<file path="src/rtl/hazard_pkg.sv">
// hazard_pkg: state encodings and per-stage enable/flush control words for hazard_ctrl.
package hazard_pkg;
    typedef enum logic [2:0] {RUN = 3'd0, DWAIT = 3'd1, IWAIT = 3'd2, HALTED = 3'd3, ERR = 3'd4} state_t;
    typedef struct packed {
        logic pc_en;
        logic ifid_en;
        logic ifid_flush;
        logic idex_en;
        logic idex_flush;
        logic exmem_en;
        logic exmem_flush;
        logic memwb_en;
    } ctrl_t;
    // NOP-insert control words, one per pipeline situation
    localparam ctrl_t CTRL_ADV      = 8'b1101_0101;
    localparam ctrl_t CTRL_FREEZE   = 8'b0000_0000;
    localparam ctrl_t CTRL_BRANCH   = 8'b1111_1101;
    localparam ctrl_t CTRL_REDIR    = 8'b1001_1101;
    localparam ctrl_t CTRL_LOAD_USE = 8'b0000_0111;
    localparam ctrl_t CTRL_JUMP     = 8'b1111_0101;
    localparam ctrl_t CTRL_IWAIT    = 8'b0001_1101;
    localparam ctrl_t CTRL_HALT     = 8'b0000_0001;
endpackage

</file>
<file path="src/rtl/hazard_ctrl_if.sv">
// hazard_ctrl_if: hazard inputs and stage control outputs between controller (master) and pipeline (slave).
interface hazard_ctrl_if;
    logic Need_Stall, Branch_Taken, Jump_ID, IMem_Ready, DMem_Req, DMem_Ready, Halt;
    logic PC_En, IFid_En, IFid_Flush, IDex_En, IDex_Flush, EXmem_En, EXmem_Flush, MEMwb_En;
    logic BubbleMA, Mem_Err;
    logic [2:0] State;
    modport master (
        input  Need_Stall, Branch_Taken, Jump_ID, IMem_Ready, DMem_Req, DMem_Ready, Halt,
        output PC_En, IFid_En, IFid_Flush, IDex_En, IDex_Flush, EXmem_En, EXmem_Flush, MEMwb_En,
        output BubbleMA, Mem_Err, State
    );
    modport slave (
        output Need_Stall, Branch_Taken, Jump_ID, IMem_Ready, DMem_Req, DMem_Ready, Halt,
        input  PC_En, IFid_En, IFid_Flush, IDex_En, IDex_Flush, EXmem_En, EXmem_Flush, MEMwb_En,
        input  BubbleMA, Mem_Err, State
    );
endinterface

</file>
<file path="src/rtl/hazard_wait_timer.sv">
// hazard_wait_timer: counts consecutive enabled cycles; timeout fires on the LIMIT-th one.
module hazard_wait_timer #(
    parameter int WAIT_W = 4,
    parameter int LIMIT  = 15
) (
    input  logic clk,
    input  logic rst,
    input  logic clr,
    input  logic en,
    output logic timeout
);
    logic [WAIT_W-1:0] cnt;
    always_ff @(posedge clk or posedge rst)
        if (rst) cnt <= '0;
        else if (clr) cnt <= '0;
        else if (en) cnt <= cnt + 1'b1;
    assign timeout = en & (cnt == WAIT_W'(LIMIT - 1));
endmodule

</file>
<file path="src/rtl/hazard_ctrl.sv">
// hazard_ctrl: pipeline stall/flush controller with BubbleMA flag and data-memory watchdog.
// Optional HAZARD_PERF_EN adds saturating stall/flush performance counters.
module hazard_ctrl
    import hazard_pkg::*;
#(
    parameter int WAIT_W      = 4,
    parameter int MEM_TIMEOUT = 15
) (
    input  logic clk,
    input  logic rst,
    hazard_ctrl_if.master bus
`ifdef HAZARD_PERF_EN
    ,
    input  logic        Perf_Clr,
    output logic [15:0] Stall_Cycles,
    output logic [15:0] Flush_Cnt
`endif
);
    state_t state, state_n;
    ctrl_t c;
    logic bubble, bub_n, mem_err, redirect_pend, pend_n, timeout;
    wire active = (state != HALTED) && (state != ERR);
    wire dwait  = bus.DMem_Req & ~bus.DMem_Ready;
    hazard_wait_timer #(.WAIT_W(WAIT_W), .LIMIT(MEM_TIMEOUT)) u_timer (
        .clk(clk), .rst(rst), .clr(~(active & dwait)), .en(active & dwait), .timeout(timeout)
    );
    always_comb begin
        c = CTRL_ADV;
        state_n = state;
        pend_n = redirect_pend;
        bub_n = bubble;
        if (!active) c = CTRL_FREEZE;
        else if (dwait) begin
            c = CTRL_FREEZE;
            state_n = timeout ? ERR : DWAIT;
        end else if (bus.Halt) begin
            c = CTRL_HALT;
            state_n = HALTED;
        end else begin
            state_n = bus.IMem_Ready ? RUN : IWAIT;
            bub_n = 1'b0;
            if (bus.Branch_Taken && bus.IMem_Ready) begin
                c = CTRL_BRANCH;
                pend_n = 1'b0;
            end else if (bus.Branch_Taken) begin
                c = CTRL_REDIR;
                pend_n = 1'b1;
            end else if (bus.Need_Stall) begin
                c = CTRL_LOAD_USE;
                bub_n = 1'b1;
            end else if (bus.Jump_ID) begin
                c = CTRL_JUMP;
                pend_n = redirect_pend & ~bus.IMem_Ready;
            end else if (!bus.IMem_Ready) c = CTRL_IWAIT;
            else begin
                c.ifid_flush = redirect_pend;
                pend_n = 1'b0;
            end
        end
    end
    always_ff @(posedge clk or posedge rst)
        if (rst) begin
            state <= RUN;
            bubble <= 1'b0;
            mem_err <= 1'b0;
            redirect_pend <= 1'b0;
        end else begin
            state <= state_n;
            bubble <= bub_n;
            mem_err <= mem_err | (state_n == ERR);
            redirect_pend <= pend_n;
        end
    assign bus.PC_En       = c.pc_en;
    assign bus.IFid_En     = c.ifid_en;
    assign bus.IFid_Flush  = c.ifid_flush;
    assign bus.IDex_En     = c.idex_en;
    assign bus.IDex_Flush  = c.idex_flush;
    assign bus.EXmem_En    = c.exmem_en;
    assign bus.EXmem_Flush = c.exmem_flush;
    assign bus.MEMwb_En    = c.memwb_en;
    assign bus.BubbleMA    = bubble;
    assign bus.Mem_Err     = mem_err;
    assign bus.State       = state;
`ifdef HAZARD_PERF_EN
    always_ff @(posedge clk or posedge rst)
        if (rst) begin
            Stall_Cycles <= '0;
            Flush_Cnt <= '0;
        end else begin
            Stall_Cycles <= Perf_Clr ? '0 : Stall_Cycles + 16'((active && !c.pc_en && Stall_Cycles != 16'hFFFF) ? 1 : 0);
            Flush_Cnt <= Perf_Clr ? '0 : Flush_Cnt + 16'((c.ifid_flush && Flush_Cnt != 16'hFFFF) ? 1 : 0);
        end
`endif
endmodule

</file>
<file path="src/flat_wrapper.sv">
// flat-port wrapper written by rule: the top's interface ports become plain ports
module hazard_ctrl_flat import hazard_pkg::*;
#(
    parameter int WAIT_W      = 4,
    parameter int MEM_TIMEOUT = 15
)
  (clk, rst, bus_Need_Stall, bus_Branch_Taken, bus_Jump_ID, bus_IMem_Ready, bus_DMem_Req, bus_DMem_Ready, bus_Halt, bus_PC_En, bus_IFid_En, bus_IFid_Flush, bus_IDex_En, bus_IDex_Flush, bus_EXmem_En, bus_EXmem_Flush, bus_MEMwb_En, bus_BubbleMA, bus_Mem_Err, bus_State);
  hazard_ctrl_if bus_i ();
  input  logic clk;
  input  logic rst;
  input wire logic [$bits(bus_i.Need_Stall)-1:0] bus_Need_Stall;
  input wire logic [$bits(bus_i.Branch_Taken)-1:0] bus_Branch_Taken;
  input wire logic [$bits(bus_i.Jump_ID)-1:0] bus_Jump_ID;
  input wire logic [$bits(bus_i.IMem_Ready)-1:0] bus_IMem_Ready;
  input wire logic [$bits(bus_i.DMem_Req)-1:0] bus_DMem_Req;
  input wire logic [$bits(bus_i.DMem_Ready)-1:0] bus_DMem_Ready;
  input wire logic [$bits(bus_i.Halt)-1:0] bus_Halt;
  output wire logic [$bits(bus_i.PC_En)-1:0] bus_PC_En;
  output wire logic [$bits(bus_i.IFid_En)-1:0] bus_IFid_En;
  output wire logic [$bits(bus_i.IFid_Flush)-1:0] bus_IFid_Flush;
  output wire logic [$bits(bus_i.IDex_En)-1:0] bus_IDex_En;
  output wire logic [$bits(bus_i.IDex_Flush)-1:0] bus_IDex_Flush;
  output wire logic [$bits(bus_i.EXmem_En)-1:0] bus_EXmem_En;
  output wire logic [$bits(bus_i.EXmem_Flush)-1:0] bus_EXmem_Flush;
  output wire logic [$bits(bus_i.MEMwb_En)-1:0] bus_MEMwb_En;
  output wire logic [$bits(bus_i.BubbleMA)-1:0] bus_BubbleMA;
  output wire logic [$bits(bus_i.Mem_Err)-1:0] bus_Mem_Err;
  output wire logic [$bits(bus_i.State)-1:0] bus_State;
  assign bus_i.Need_Stall = bus_Need_Stall;
  assign bus_i.Branch_Taken = bus_Branch_Taken;
  assign bus_i.Jump_ID = bus_Jump_ID;
  assign bus_i.IMem_Ready = bus_IMem_Ready;
  assign bus_i.DMem_Req = bus_DMem_Req;
  assign bus_i.DMem_Ready = bus_DMem_Ready;
  assign bus_i.Halt = bus_Halt;
  assign bus_PC_En = bus_i.PC_En;
  assign bus_IFid_En = bus_i.IFid_En;
  assign bus_IFid_Flush = bus_i.IFid_Flush;
  assign bus_IDex_En = bus_i.IDex_En;
  assign bus_IDex_Flush = bus_i.IDex_Flush;
  assign bus_EXmem_En = bus_i.EXmem_En;
  assign bus_EXmem_Flush = bus_i.EXmem_Flush;
  assign bus_MEMwb_En = bus_i.MEMwb_En;
  assign bus_BubbleMA = bus_i.BubbleMA;
  assign bus_Mem_Err = bus_i.Mem_Err;
  assign bus_State = bus_i.State;
  hazard_ctrl #(.WAIT_W(WAIT_W), .MEM_TIMEOUT(MEM_TIMEOUT)) u_core (.clk(clk), .rst(rst), .bus(bus_i));
endmodule
</file>
<file path="config.mk">
export PLATFORM = sky130hd
export DESIGN_NAME = hazard_ctrl_flat
export DESIGN_NICKNAME = d
export VERILOG_FILES = /design/src/rtl/hazard_pkg.sv /design/src/rtl/hazard_ctrl_if.sv /design/src/rtl/hazard_wait_timer.sv /design/src/rtl/hazard_ctrl.sv /design/src/flat_wrapper.sv
export SDC_FILE = /design/constraint.sdc
export NUM_CORES = 1
export LEC_CHECK = 0
export BUFFER_PORTS_ARGS = -buffer_cell sky130_fd_sc_hd__buf_2
export CORE_AREA = 2 2 39 41
export DETAILED_ROUTE_END_ITERATION = 10
export DIE_AREA = 0 0 41 43
export HOLD_SLACK_MARGIN = 0.05
export PLACE_DENSITY = 0.75
export SLEW_MARGIN = 20
export SYNTH_ARGS = -nofsm -noshare
export SYNTH_HDL_FRONTEND = slang
export SYNTH_SLANG_ARGS = --single-unit
</file>
<file path="constraint.sdc">
create_clock -name clk -period 1.6 [get_ports clk]
set_input_delay 0.08 -clock clk [delete_from_list [all_inputs] [get_ports clk]]
set_output_delay 0.08 -clock clk [all_outputs]
set_load 0.02 [all_outputs]
</file>
---- Word level (Yosys, flattened, before mapping) ----
Index checks and enable logic that the tools add are counted.
operators by class
  equality and inequality tests ........... 5
  add/sub/neg operators ................... 1
  multiplexer cells ....................... 24
  bitwise operators ....................... 9
  reduce and logical (&&, ||, !) cells .... 5
operators with widths
  operator                                                number
  two-way mux 8 bit                                       7
  two-way mux 3 bit                                       4
  two-way mux 1 bit                                       9
  two-way mux 4 bit                                       2
  AND reduction 5 bit                                     1
  adder 4 x 1 -> 4 bit (second input constant)            1
  AND 1 bit                                               4
  equality test 4 bit (second input constant)             1
  two-way mux 2 bit                                       2
  inverter 1 bit                                          4
  nonzero test 4 bit                                      1
  equality test 3 bit (second input constant)             1
  inequality test 3 x 1 -> 1 bit (second input constant)  1
  inequality test 3 x 2 -> 1 bit (second input constant)  1
  inequality test 3 bit (second input constant)           1
  AND reduction 3 bit                                     1
  logical AND 1 bit                                       2
  bitwise OR 1 bit                                        1
storage, ports and cells
  word-level logic and storage cells ...... 49
  output and inout bits ................... 13
  bits in registers ....................... 10

---- Longest topological paths before layout ----
Gate-level depths: netlist (run 1).
  depth in word-level cells ............... 9
  depth in mapped cells ................... 5
  mapped depth without buffers ............ 5

---- By module ----
A second synthesis (run 1) with hierarchy kept.
second synthesis, totals
  cells, all modules ...................... 71
  area total of the unflattened synthesis .. 651.9 um^2
by module, submodules not included
  module             area an instance (um^2)  times used  cells an instance
  hazard_ctrl        425.4                    1           50
  hazard_wait_timer  226.5                    1           21

---- Least setup slack after synthesis (run 1) ----
No wires, ideal clock.
  kind .................................... register to output
  start ................................... reg u_core.state[2], in the netlist u_core.bus.State[2]
  end ..................................... out bus_IFid_En
  path buffers ............................ 0
  arrival time ............................ 1,725 ps
  data required time ...................... 1,520 ps
  stages on the path, launching flop included .. 5
  path slack .............................. -205 ps
  cells stage by stage .................... dfrtp_1 > and3b_1 > a2111o_1 > a21oi_2 > o21a_1
on the way
  word-level cells in the longest chain between the ends .. 3
  elaborated cells between the ends (all ways) .. 4
ends and longest elaborated chain
  item                                                                     line                source
  start, declared                                                          hazard_ctrl.sv:19   state_t state, state_n;
  start signal, assigned                                                   hazard_ctrl.sv:68   state <= state_n;
  inequality test 3 x 2 -> 1 bit or inequality test 3 bit (tied branches)  hazard_ctrl.sv:22   wire active = (state != HALTED) && (state != ERR);
  logical AND 1 bit *                                                      hazard_ctrl.sv:22
  two-way mux 8 bit *                                                      hazard_ctrl.sv:32   if (!active) c = CTRL_FREEZE;
  end, declared                                                            flat_wrapper.sv:19  output wire logic [$bits(bus_i.IFid_En)-1:0] bus_IFid_En;
Every way passes the cells marked *; elsewhere a longest branch is shown, timed or not.

---- Final worst setup path (run 1) ----
  start ................................... reg u_core.state[0], in the netlist u_core.bus.State[0]
  end ..................................... out bus_IFid_En
Same word-level chain as after synthesis.

==> results of run 1 <==
==> registers in the layout (all words and copies together), names as in the netlist <==
signal                count
u_core.bus.Mem_Err        1
u_core.redirect_pend      1
u_core.bus.State          3
u_core.u_timer.cnt        4
u_core.bus.BubbleMA       1
==> per-stage QoR <==
stage	instance area (µm²)	hold slack (ns)
6_report	838.3	0.09311
2_1_floorplan	568.0	-0.07989
3_5_place_dp	700.7	0.07116
5_1_grt	838.3	0.1165
4_1_cts	813.3	0.08340
3_3_place_gp	700.7	0.06898
==> power by group through the flow <==
stage | clock network, W | registers (W) | logic [W]
floorplan | 0 | 0.000269 | 0.0000239
global placement | 0 | 0.000266 | 0.0000516
detailed placement | 0 | 0.000266 | 0.0000522
CTS | 0.000229 | 0.000262 | 0.0000543
global route | 0.000238 | 0.000263 | 0.0000615
finish | 0.000222 | 0.000261 | 0.0000542
==> synthesized netlist by cell type, drive strengths merged <==
cell	instances	area share [%]
a2111o	1	2.0
a21o	1	1.4
a21oi	9	8.8
a41oi	1	1.6
and2	2	2.3
and3	1	2.0
and3b	1	1.6
clkinv	1	0.91
dfrtp	10	45
ha	2	4.5
inv	5	3.4
nand2	4	2.7
nand3	1	0.91
nand4	1	1.1
nor2	5	3.4
nor2b	3	3.9
o21a	1	1.4
o21ai	4	3.6
o21bai	1	1.4
o22ai	1	1.1
or2	2	2.3
or3	1	1.1
xnor2	1	1.6
xor2	1	1.6
==> layout make-up <==
class / count / area share [%]
Clock buffer: 4 / 4.328
Inverter: 6 / 2.836
Multi-Input combinational cell: 44 / 35.22
Sequential cell: 10 / 30.00
Tap cell: 16 / 2.388
Timing Repair Buffer: 31 / 25.22
==> cells in the final DEF, fill, tap and decap left out <==
| cell type | instances |
|---|---|
| o22ai_1 | 1 |
| ha_1 | 2 |
| and3_4 | 1 |
| or3_1 | 1 |
| a21oi_1 | 8 |
| or2_2 | 2 |
| a21o_1 | 1 |
| o21bai_1 | 1 |
| nand3_1 | 1 |
| o21a_4 | 1 |
| nor2b_2 | 1 |
| buf_6 | 3 |
| nor2b_1 | 2 |
| buf_2 | 14 |
| a41oi_1 | 1 |
| a2111o_1 | 1 |
| and3b_1 | 1 |
| dlygate4sd3_1 | 1 |
| nand2_1 | 4 |
| xnor2_1 | 1 |
| clkinv_2 | 1 |
| xor2_1 | 1 |
| nand4_1 | 1 |
| clkbuf_4 | 3 |
| inv_1 | 5 |
| and2_4 | 1 |
| dfrtp_1 | 9 |
| o21ai_0 | 4 |
| nor2_1 | 5 |
| buf_4 | 13 |
| dfrtp_2 | 1 |
| clkbuf_8 | 1 |
| a21oi_4 | 1 |
| and2_1 | 1 |
==> timing repair <==
action | in CTS | in global routing
endpoints found under the setup margin | 7 | 9
buffers inserted | 5 | 3
pin swaps | 3 | 0
hold buffers | 1 | 0
hold endpoints to repair | 10 | 0
resized for setup | 10 | 1
cloned | 0 | 0
==> kinds of logic (layout without fill, tap and decap cells) <==
group           after synthesis  after routing  share of synthesized area [%]
buf+inv                       6             41                          4.308
simple gates                 21             21                          21.31
flops                        10             10                          45.35
fa+ha+maj                     2              2                          4.534
xor+xnor                      2              2                          3.175
compound gates               19             19                          21.32
==> critical path, stage by stage, from the launching register on <==
cell,delay (ns)
dfrtp_1,0.40
and3b_1,0.20
a2111o_1,0.41
a21oi_4,0.18
o21a_4,0.15
buf_6,0.11
==> worst max path at each step <==
stage,from,end,slack (ns),cells after the start
global route,u_core.bus.State[0],bus_IFid_En,-0.24,5
CTS,u_core.bus.State[0],bus_IFid_En,-0.17,5
finish,u_core.bus.State[0],bus_IFid_En,-0.19,5
floorplan,u_core.bus.State[0],bus_IFid_En,0.01,4
global placement,u_core.bus.State[0],bus_IFid_En,0.09,5
detailed placement,u_core.bus.State[1],bus_IFid_En,0.07,5
==> routing by layer <==
layer	track usage (%)	routed length (µm)	part of all wire [%]	up-vias
li1	-	-	-	277
met1	19.19	539	39	254
met2	28.13	749	54	21
met3	1.571	82	6.0	2
met4	10.00	5	0.36	0
met5	0	0	0	-
==> results_dict.tcl, run 1 <==
set metrics [dict create \
    status "finished with violations" \
    violations "negative setup slack" \
    drtIter0Drc 11 \
    yosys_register_bits 10 \
    swShare_pct 22.01 \
    reg2reg_depth 6 \
    detail_route.vias_per_cell 4.991 \
    r2r_slack_ns -0.02 \
    hold_class "in -> reg" \
    syn-num-nets 71 \
    syn_area_um2 551.8 \
    dp_hpwl_um 952.2 \
    cap_violations 0 \
    start_util_pct 39.87 \
    die_area_um2 1763 \
    firstDrtPassIters 4 \
    power.internal_w 0.0004196 \
    grt_pass1_wl_mm 2.001 \
    cp.arrival_ns 1.71 \
    finalCritPeriodShare_pct 111.7 \
    min_from "bus_IMem_Ready" \
    fin_ws_ns -0.1869 \
    fin_nets 107 \
    setup_viol 7 \
    cts_buffers 3 \
    fin_skew_ns 0.001305 \
    ant_nets 0 \
    critPathMaxFanout 5 \
    antennaDiodeCount 0 \
    regArea_um2 251.5 \
    grt_start_max_net_pins 11 \
    hold_viol 0 \
    multi_input_area_um2 295.3 \
    pre_cts_ws_ns 0.06874 \
    switching_power_w 0.0001184 \
    clock_sink_count 10 \
    worst_pin_slew_ns 0.3696 \
    drc 0 \
    crit_required_ns 1.52 \
    synthToLayoutAreaGrowth_pct 51.93 \
    num_vias 554 \
    fin_setup_tns_ns -0.7524 \
    syn_avg_cell_area_um2 9.196 \
    power_frac_seq_pct 48.6 \
    place_inst 98 \
    power_density_nw_per_um2 641.7 \
    vdd_drop_max_mv 0.6442 \
    finish.utilization_pct 60.58 \
    cts_tree "done" \
    rsz0062_at_grt "true" \
    critPathLaunchType "flip-flop" \
    cts_buffer_depth 2 \
    maxSlewHeadroom_pct 75.33 \
    core_area_um2 1384 \
    clk_pin_slew_worst_paths_ns 0.06 \
    rr_endpoint "u_core.bus.BubbleMA" \
    syn_inst 60 \
    criticalPathCategory "reg -> out" \
    grt_use_total_pct 16.80 \
    wl_per_cell_um 12.40 \
    clk-insertion-delay-late_ns 0.26 \
    holdPathStages 2 \
    cts_max_level 1 \
    synth_warnings 0 \
    fin_cells 111 \
    wl_mm 1.376 \
    max_freq_mhz 559.6 \
    fin_total_pwr_w 0.0005380 \
    min_period_ns 1.787 \
    clockPowerShare_pct 41.3 \
    fillCellCount 129 \
    num_io_pins 22 \
    gp_congestion 0.7078 \
    r2r-start "u_core.bus.State[0]" \
    grt_overflow 0 \
    clock-root-buffer "clkbuf_4" \
    die_y_um 43 \
    grt_antenna_before_repair 0 \
    holdPathEnd "u_core.redirect_pend" \
    row_count 14 \
    drive_gt1_share_pct 45.26 \
    combPwrFrac_pct 10.1 \
    drv_slew 0 \
    die_x_um 41 \
    yosysUniqueCellTypes 26 \
    leakage_nw 0.4228 \
    yosysSeqAreaShare_pct 45.35 \
    grt_pass1_vias 507 \
    crit_path_end_kind "output pin" \
    port_buffers 21 \
]
Power figures use the tool's default switching activity.
==> run 2, diff against run 1 <==
--- a/config.mk
+++ b/config.mk
@@ -6,11 +6,13 @@
 export NUM_CORES = 1
 export LEC_CHECK = 0
 export BUFFER_PORTS_ARGS = -buffer_cell sky130_fd_sc_hd__buf_2
-export CORE_AREA = 2 2 39 41
+export CAP_MARGIN = 20
+export CORE_ASPECT_RATIO = 1.2
+export CORE_UTILIZATION = 30
 export DETAILED_ROUTE_END_ITERATION = 10
-export DIE_AREA = 0 0 41 43
 export HOLD_SLACK_MARGIN = 0.05
-export PLACE_DENSITY = 0.75
+export MAX_ROUTING_LAYER = met4
+export PLACE_DENSITY = 0.59
 export SLEW_MARGIN = 20
 export SYNTH_ARGS = -nofsm -noshare
 export SYNTH_HDL_FRONTEND = slang
==> results_dict.tcl, run 2 (synthesized netlist as in run 1, its figures left out) <==
set metrics [dict create \
    violations "negative setup slack" \
    hold_viol 0 \
    critPathMaxFanout 5 \
    crit_required_ns 1.52 \
    grt_start_max_net_pins 11 \
    pre_cts_ws_ns 0.08527 \
    cts_buffer_depth 2 \
    largest_reg_flops 4 \
    firstDrtPassIters 4 \
    cts_max_level 1 \
    cts_tree "done" \
    grt_antenna_before_repair 0 \
    holdPathStages 2 \
    rsz0062_at_grt "true" \
    cp.buffers_inverters 1 \
    multi_input_area_um2 317.8 \
    hold_class "in -> reg" \
    max_stage_delay_ns 0.41 \
    grt_use_total_pct 14.16 \
    die_x_um 41.15 \
    holdPathEnd "u_core.redirect_pend" \
    wl_per_cell_um 11.43 \
    maxSlewHeadroom_pct 75.19 \
    rr_endpoint "u_core.bus.BubbleMA" \
    grt_pass1_vias 484 \
    start_util_pct 32.81 \
    layout_commonest_cell "buf_2" \
    clock_sink_count 10 \
    vdd_drop_max_mv 0.3547 \
    core_area_um2 1682 \
    drc 0 \
    path_delay_family "compound AO/OA/AOI/OAI gates" \
    ant_nets 0 \
    min_period_ns 1.763 \
    drtIter0Drc 6 \
    max_freq_mhz 567.1 \
    row_count 16 \
    regArea_um2 251.5 \
    min_from "bus_IMem_Ready" \
    die_area_um2 2016 \
    worst_pin_slew_ns 0.3717 \
    r2r_slack_ns 0.03 \
    fin_skew_ns 0.002621 \
    dp_hpwl_um 894.2 \
    clk-insertion-delay-late_ns 0.26 \
    final_cell_mix "14 x buf_2, 9 x dfrtp_1, 8 x buf_6, 6 x a21oi_1" \
    port_buffers 21 \
    wl_mm 1.246 \
    reg2reg_depth 6 \
    cap_violations 0 \
    clk_pin_slew_worst_paths_ns 0.07 \
    num_io_pins 22 \
    fin_nets 103 \
    antennaDiodeCount 0 \
    fillCellCount 166 \
    leakage_nw 0.4093 \
    criticalPathCategory "reg -> out" \
    grt_overflow 0 \
    gp_congestion 0.7365 \
    cp.arrival_ns 1.68 \
    die_y_um 48.98 \
    top_register "u_core.u_timer.cnt" \
    cpMaxStageDelayCell "dfrtp_1" \
    detail_route.vias_per_cell 5.009 \
    status "finished with violations" \
    setup_viol 6 \
    fin_total_pwr_w 0.0005428 \
    grt_pass1_wl_mm 1.897 \
    finalCritPeriodShare_pct 110.2 \
    r2r-start "u_core.bus.State[0]" \
    fin_ws_ns -0.1635 \
    num_vias 546 \
    drive_gt1_share_pct 45.05 \
    power_density_nw_per_um2 637.0 \
    critPathLaunchType "flip-flop" \
    clock-root-buffer "clkbuf_4" \
    drv_slew 0 \
    cts_buffers 3 \
    synthToLayoutAreaGrowth_pct 54.42 \
    crit_chain "and3b_1, a2111o_1, a21oi_4, o21a_4, buf_6" \
    crit_path_end_kind "output pin" \
]
run 2: cell types whose count changed in the layout (fill, tap and decap cells not counted):
cell / before / now
a21oi_1: 8 / 6
buf_4: 13 / 4
buf_6: 3 / 8
a21oi_4: 1 / 3
run 2: repair_timing:
action / in CTS / in global routing
buffers inserted: 3 / 1
resized for setup: 9 / 11
setup endpoints to repair: 7 / 8
hold endpoints to repair: 10 / 0
pin swaps: 1 / 2
hold buffers: 1 / 0
run 2: final cells by class:
cell class	count	area share, %
Multi-Input combinational cell	44	37.30
Sequential cell	10	29.52
Inverter	6	2.790
Clock buffer	4	4.258
Tap cell	18	2.643
Timing Repair Buffer	27	23.49
run 2: metrics by stage:
stage                     hold WS (ns)  TNS [ns]  instance area (µm²)  utilization, %  std cells
final                           0.1004   -0.8743                852.1           50.67        109
after global routing           0.09976    -1.469                852.1           50.67        109
after CTS                      0.09275   -0.8444                799.5           47.54        108
after detailed placement       0.08122         0                703.2           41.82        100
after global placement         0.07651         0                703.2           41.82        100
after floorplan               -0.07989         0                568.0               -         60
run 2: how the worst max path moves through the flow:
stage                                    from     endpoint  slack [ns]  cells past startpoint
final                     u_core.bus.State[0]  bus_IFid_En       -0.16                      5
after global routing      u_core.bus.State[0]  bus_IFid_En       -0.25                      5
after CTS                 u_core.bus.State[1]    bus_PC_En       -0.18                      5
after detailed placement  u_core.bus.State[1]  bus_IFid_En        0.09                      5
after global placement    u_core.bus.State[1]  bus_IFid_En        0.10                      5
after floorplan           u_core.bus.State[0]  bus_IFid_En        0.01                      4
run 2: power by group:
part | switching (W) | leakage (nW) | internal, W
sequential | 0.00000290 | 0.126 | 0.000259
clock | 0.0000858 | 0.0210 | 0.000138
combinational | 0.0000342 | 0.263 | 0.0000230
total | 0.000123 | 0.409 | 0.000420
run 2: per-layer routing:
metal	vias up	part of all wire, %	wire, µm	GRT usage [%]
li1	269	-	-	-
met1	248	41	516	14.97
met2	24	51	631	23.70
met3	5	5.9	74	2.740
met4	0	1.9	24	6.452
met5	-	0	0	-
==> run 3, diff against run 2 <==
--- a/config.mk
+++ b/config.mk
@@ -9,10 +9,10 @@
 export CAP_MARGIN = 20
 export CORE_ASPECT_RATIO = 1.2
 export CORE_UTILIZATION = 30
+export CTS_BUF_LIST = sky130_fd_sc_hd__clkbuf_16
 export DETAILED_ROUTE_END_ITERATION = 10
 export HOLD_SLACK_MARGIN = 0.05
 export MAX_ROUTING_LAYER = met4
-export PLACE_DENSITY = 0.59
 export SLEW_MARGIN = 20
 export SYNTH_ARGS = -nofsm -noshare
 export SYNTH_HDL_FRONTEND = slang
==> results_dict.tcl, run 3 (synthesized netlist as in run 1, its figures left out) <==
set metrics [dict create \
    wl_per_cell_um 11.22 \
    cap_violations 0 \
    clk_pin_slew_worst_paths_ns 0.04 \
    row_count 16 \
    clk-insertion-delay-late_ns 0.24 \
    pre_cts_ws_ns 0.08365 \
    fin_cells 109 \
    holdPathEnd "u_core.redirect_pend" \
    rsz0062_at_grt "true" \
    cp.arrival_ns 1.64 \
    clock_sink_count 10 \
    r2r_slack_ns 0.05 \
    antennaDiodeCount 0 \
    drc 0 \
    clock-root-buffer "clkbuf_16" \
    port_buffers 21 \
    drv_slew 0 \
    worst_pin_slew_ns 0.3699 \
    final_cell_mix "14 x buf_2, 9 x dfrtp_1, 8 x a21oi_1, 7 x buf_4" \
    maxSlewHeadroom_pct 75.31 \
    max_freq_mhz 580.4 \
    rr_endpoint "u_core.bus.BubbleMA" \
    fin_setup_tns_ns -0.4515 \
    start_util_pct 32.81 \
    vdd_drop_max_mv 0.5389 \
    fin_nets 103 \
    largest_reg_flops 4 \
    cts_buffer_depth 2 \
    dp_hpwl_um 875 \
    grt_start_max_net_pins 11 \
    hold_viol 0 \
    cts_max_level 1 \
    violations "negative setup slack" \
    grt_use_total_pct 14.03 \
    min_period_ns 1.723 \
    num_io_pins 22 \
    ant_nets 0 \
    min_from "bus_IMem_Ready" \
    gp_congestion 0.7826 \
    cts_tree "done" \
    drtIter0Drc 10 \
    cts_buffers 3 \
    detail_route.vias_per_cell 4.982 \
    r2r-start "u_core.bus.State[2]" \
    fin_total_pwr_w 0.0007602 \
    grt_pass1_wl_mm 1.842 \
    place_inst 100 \
    critPathLaunchType "flip-flop" \
    num_vias 543 \
    holdPathStages 2 \
    status "finished with violations" \
    layout_commonest_cell "buf_2" \
    hold_class "in -> reg" \
    grt_overflow 0 \
    top_register "u_core.u_timer.cnt" \
    firstDrtPassIters 4 \
    criticalPathCategory "reg -> out" \
    startpoint "u_core.bus.State[1]" \
    finalCritPeriodShare_pct 107.7 \
    grt_antenna_before_repair 0 \
    setup_viol 6 \
    die_area_um2 2016 \
    power_density_nw_per_um2 883.1 \
    die_x_um 41.15 \
    crit_required_ns 1.52 \
    die_y_um 48.98 \
    critPathMaxFanout 5 \
    synthToLayoutAreaGrowth_pct 56.01 \
    fin_skew_ns 0.0009869 \
    drive_gt1_share_pct 41.76 \
    grt_pass1_vias 464 \
    core_area_um2 1682 \
    wl_mm 1.223 \
    reg2reg_depth 6 \
    leakage_nw 0.4225 \
    fin_ws_ns -0.1229 \
    crit_path_end_kind "output pin" \
]
==> run 3: changes by cell type in the layout (fill, tap and decap cells not counted) <==
cell	delta
buf_6	-3
clkbuf_16	+3
a21oi_4	-2
a21oi_1	+2
clkbuf_8	-1
buf_4	+3
clkbuf_4	-3
clkinv_1	+1
==> run 3: critical path, cell delays in order, from the launching register on <==
cell and delay [ns]:
dfrtp_1 0.39, and3b_1 0.20, a2111o_1 0.40, a21oi_4 0.17, o21a_4 0.14, buf_6 0.10
==> run 3: worst max path at each step <==
stage	end	slack, ns	cells after the start
after floorplan	bus_IFid_En	0.01	4
after global placement	bus_IFid_En	0.10	5
after detailed placement	bus_IFid_En	0.08	5
after CTS	bus_IFid_En	-0.13	5
after global routing	bus_IFid_En	-0.18	5
final	bus_IFid_En	-0.12	5
==> run 3: final cells by class <==
cell class,count,area (µm²)
multi-input cells,44,295.3
repair buffers,27,188.9
clock buffers,3,75.07
inverters,6,23.77
fillers,163,820.8
clock inverters,1,3.754
flip-flops and latches,10,251.5
well taps,18,22.52
==> run 3: power by group <==
group	leakage, nW	internal (W)	switching (W)	total (W)
clock network	0.0385	0.000327	0.000116	0.000443
logic	0.258	0.0000227	0.0000310	0.0000537
registers	0.126	0.000260	0.00000314	0.000263
==> run 3: per-stage QoR <==
stage	hold WS (ns)	instance area (µm²)	utilization, %
floorplan	-0.07989	568.0	-
global placement	0.07363	703.2	41.82
detailed placement	0.07479	703.2	41.82
CTS	0.1254	837.1	49.78
global route	0.1507	860.8	51.19
finish	0.1247	860.8	51.19
==> run 3: routing by layer <==
layer	vias to the layer above	global-route usage, %	share of wire (%)
li1	268	-	-
met1	243	14.24	42
met2	27	22.40	47
met3	5	2.740	7.4
met4	0	9.677	3.6
met5	-	-	0
==> run 3: what timing repair did <==
action                     in CTS  in global routing
hold buffers                    1                  0
setup endpoints to repair       6                  8
buffers inserted                2                  2
resized for setup              10                  3
pin swaps                       1                  0
hold endpoints to repair       10                  0
